[config.mk]
export PLATFORM = sky130hd
export DESIGN_NAME = encode_n
export DESIGN_NICKNAME = d
export VERILOG_FILES = /design/src/rtl/encode_n.sv
export SDC_FILE = /design/constraint.sdc
export NUM_CORES = 1
export LEC_CHECK = 0
export ABC_CLOCK_PERIOD_IN_PS = 800
export BUFFER_PORTS_ARGS = -buffer_cell sky130_fd_sc_hd__buf_2
export CAP_MARGIN = 20
export CELL_PAD_IN_SITES_DETAIL_PLACEMENT = 2
export CELL_PAD_IN_SITES_GLOBAL_PLACEMENT = 2
export CORE_ASPECT_RATIO = 0.9
export CORE_MARGIN = 2
export CORE_UTILIZATION = 21
export CTS_CLUSTER_SIZE = 28
export DETAILED_ROUTE_END_ITERATION = 8
export PLACE_DENSITY = 0.72
export SETUP_SLACK_MARGIN = 0.02
export SLEW_MARGIN = 20
export SYNTH_ARGS = -nofsm -noshare
export SYNTH_HDL_FRONTEND = slang
export SYNTH_SLANG_ARGS = --single-unit
[constraint.sdc]
create_clock -name clk -period 0.8 [get_ports clk]
set_input_delay 0.16 -clock clk [delete_from_list [all_inputs] [get_ports clk]]
set_output_delay 0.16 -clock clk [all_outputs]
set_load 0.005 [all_outputs]
[src/rtl/encode_n.sv]
// One-hot to binary encoder with registered index, valid and multi-hot error flags.
// The highest set bit wins when more than one input bit is asserted.
module encode_n #(
  parameter int n = 4,
  parameter int m = 1 << n
) (
  input  logic         clk,
  input  logic         rst,
  input  logic [m-1:0] in,
  output logic [n-1:0] y,
  output logic         valid,
  output logic         err
);

  logic [n-1:0] y_d, y_q;
  logic         valid_d, valid_q;
  logic         err_d, err_q;

  always_comb begin
    y_d = '0;
    // Ascending scan: later (higher) set bits overwrite earlier ones, giving MSB priority.
    for (int k = 0; k < m; k++) begin
      if (in[k]) y_d = n'(k);
    end
    valid_d = |in;
    // Clearing the lowest set bit leaves something only when two or more bits were set.
    err_d   = |(in & (in - m'(1)));
  end

  // NOTE: state registers use non-blocking assignments so every flop samples the same pre-edge values.
  always_ff @(posedge clk or posedge rst) begin
    if (rst) begin
      y_q     <= '0;
      valid_q <= 1'b0;
      err_q   <= 1'b0;
    end else begin
      y_q     <= y_d;
      valid_q <= valid_d;
      err_q   <= err_d;
    end
  end

  assign y     = y_q;
  assign valid = valid_q;
  assign err   = err_q;

endmodule

==> metrics.txt <==
Die X 53.6 µm; Seq cells post-synth 6; CTS tree yes; Final Net Count 125; Initial Util 0.217; Fillers roughly 230; Area contributors post-synth dfrtp_1, maj3_1, a2111oi_0, nor3_1, nor2_1; Async SR Flop Fraction 1.00; prevailing post-synth register cell dfrtp_1; GPL Wtd Cong between 0.7 and 0.8; drt wl/cell 15.0 µm; final core occ 0.439; Yosys warning count 0; CTS max path bufs 2; Setup TNS Final -2350 ps; Hold Crit Endpoint y[1]$_DFF_PP0_; Num CTS Buffers 3; CTS H-Tree Depth 1; IO Port Bufs 23; DRC viols 0; DR pass1 iterations 2; final worst setup slack -692 ps; Min Clock Period, post-route 1490 ps; Finished Layout Cells ~130; power density over the cells 961 mW/mm²; Area growth syn-to-layout 102%; initial antenna violation count 0; post-synthesis sequential area ratio 0.323; Worst IR Drop VDD slightly below 0.5 mV; Combinational Power Share 0.342; total number of vias 642; crit path DAT 1600 ps; status finished, violations left; Setup violations, final 12; number of synthesized flops with an enable pin 0; share of post-route cells with drive strength above 1 0.629; Worst Max-Slew Pin Slew 366 ps; Fmax 670 MHz; Flop pwr share 0.348; vias in the first global route 690; Root Driver clkbuf_4; TritonCTS Sinks 6; DP Wirelength 1540 µm; Netlist cell types 24; post-route cell area 941 µm²; post-route ant nets 0; Slew headroom 0.755; global-route usage over all layers 0.159; synth cell count leaders dfrtp_1, nor2_1, nor3_1; dpl cells between 100 and 150; crit path cell chain buf_6 -> or4_4 -> nand2b_4 -> maj3_2 -> nor3_2 -> o221ai_2; slowest cell on the critical path or4_4; post-synth top area share 0.323; startpoint types primary input; Vias/cell 4.86; initial DRC count 1; Min-Delay Path Class primary input to flip-flop; Die Height between 40 and 50 µm; placed cell area 783 µm²; Clock power frac 0.310; final hold violations 0; unrepaired setup endpoints after global routing yes; Top-Level Pins 24; critical path's largest stage delay 540 ps; crit end category flip-flop; final wirelength 1980 µm; GRT overflow 0; switching part of the total 0.276; crit-path max FO 5; largest net degree at the start of global routing 7; MaxCap Viol Count 0; CP required roughly 900 ps; Leak Pwr ~0.42 nW; Netlist Area Pre-Place 465 µm²; core region area around 0.0021 mm²; area leader, netlist dfrtp_1; failing checks setup timing; NetSw 0.249 mW; Gate Count Post-Synth 51; Reg clk slew, reported paths 40 ps; Slew Viols, Final 0; WS Path Type primary input to flip-flop; hold path start in[13]; Avg Cell Area, Syn 9.13 µm²; Tcrit/Tclk final 1.87; syn nets 69; die area ~0.0026 mm²; Hold Crit Depth 2; Ant. Diodes 0; Pint 0.655 mW; first-pass GRT wire length 3080 µm; FP Rows 16
worst max-delay path by stage:
| stage | startpoint | end | slack [ps] | cells past startpoint |
|---|---|---|---|---|
| 4_1_cts | in[0] | err$_DFF_PP0_ | -730 | 6 |
| 2_1_floorplan | in[2] | err$_DFF_PP0_ | -850 | 5 |
| 3_3_place_gp | in[2] | err$_DFF_PP0_ | -980 | 6 |
| 6_report | in[0] | err$_DFF_PP0_ | -690 | 6 |
| 3_5_place_dp | in[2] | err$_DFF_PP0_ | -1050 | 6 |
| 5_1_grt | in[0] | err$_DFF_PP0_ | -750 | 6 |
logic make-up after synthesis:
family	after synthesis	share of synthesized area
adders and majority gates	3	0.0645
buffers and inverters	4	0.0322
and+or+nand+nor	23	0.336
AOI/OAI and AO/OA	15	0.245
DFF	6	0.323
critical path: cells and delay by family:
family          cells  cell delay, ps
simple gates        3             910
buf+inv             1              90
compound gates      1             120
fa+ha+maj           1             330
final cells by class:
cell class	instances	area, µm²	share of cell area
multi-input combinational	41	328	0.348
inverter	4	15.0	0.0160
sequential	6	150	0.160
timing repair buffer	51	392	0.416
clock buffer	3	22.5	0.0239
tap	27	33.8	0.0359
cell usage in the layout, fill, tap and decap left out, types with 2 or more instances in the layout:
cell	instances
inv_1	4
nand2b_4	2
buf_4	20
o21bai_1	2
o21ai_2	2
dfrtp_1	6
a21oi_1	3
buf_2	17
a2111oi_1	3
nor2_1	5
clkbuf_4	3
nor3_1	4
buf_6	13
maj3_1	2
or4_4	3
per-layer routing:
layer / share of wire / track usage
met1: 0.39 / 0.185
met2: 0.55 / 0.284
met3: 0.036 / 0.00926
met4: 0.022 / 0.0769
met5: 0 / 0
metrics by stage:
| step | power [mW] | hold slack, ps | setup WS, ps |
|---|---|---|---|
| finish | 0.904 | 175 | -692 |
| global route | 0.956 | 183 | -747 |
| CTS | 0.894 | 168 | -731 |
| detailed placement | 0.573 | 82.5 | -1050 |
| global placement | 0.559 | 69.3 | -980 |
| floorplan | 0.387 | -49.0 | -849 |
power groups by stage:
stage	registers, mW	clock network [mW]	logic [mW]
2_1_floorplan	0.321	0	0.0665
3_3_place_gp	0.319	0	0.240
3_5_place_dp	0.320	0	0.253
4_1_cts	0.315	0.288	0.291
5_1_grt	0.315	0.302	0.339
6_report	0.315	0.280	0.309
registers in the layout (all words and copies together) (netlist names):
signal  count
y           4
err         1
valid       1
what timing repair did:
item,in CTS,in global routing
endpoints found under the setup margin,12,12
gates cloned,0,0
buffers inserted,3,4
pin swaps,10,10
resized for setup,14,11
hold endpoints to repair,6,0
hold buffers,1,0
No activity file was read; power rests on OpenSTA's default activity.
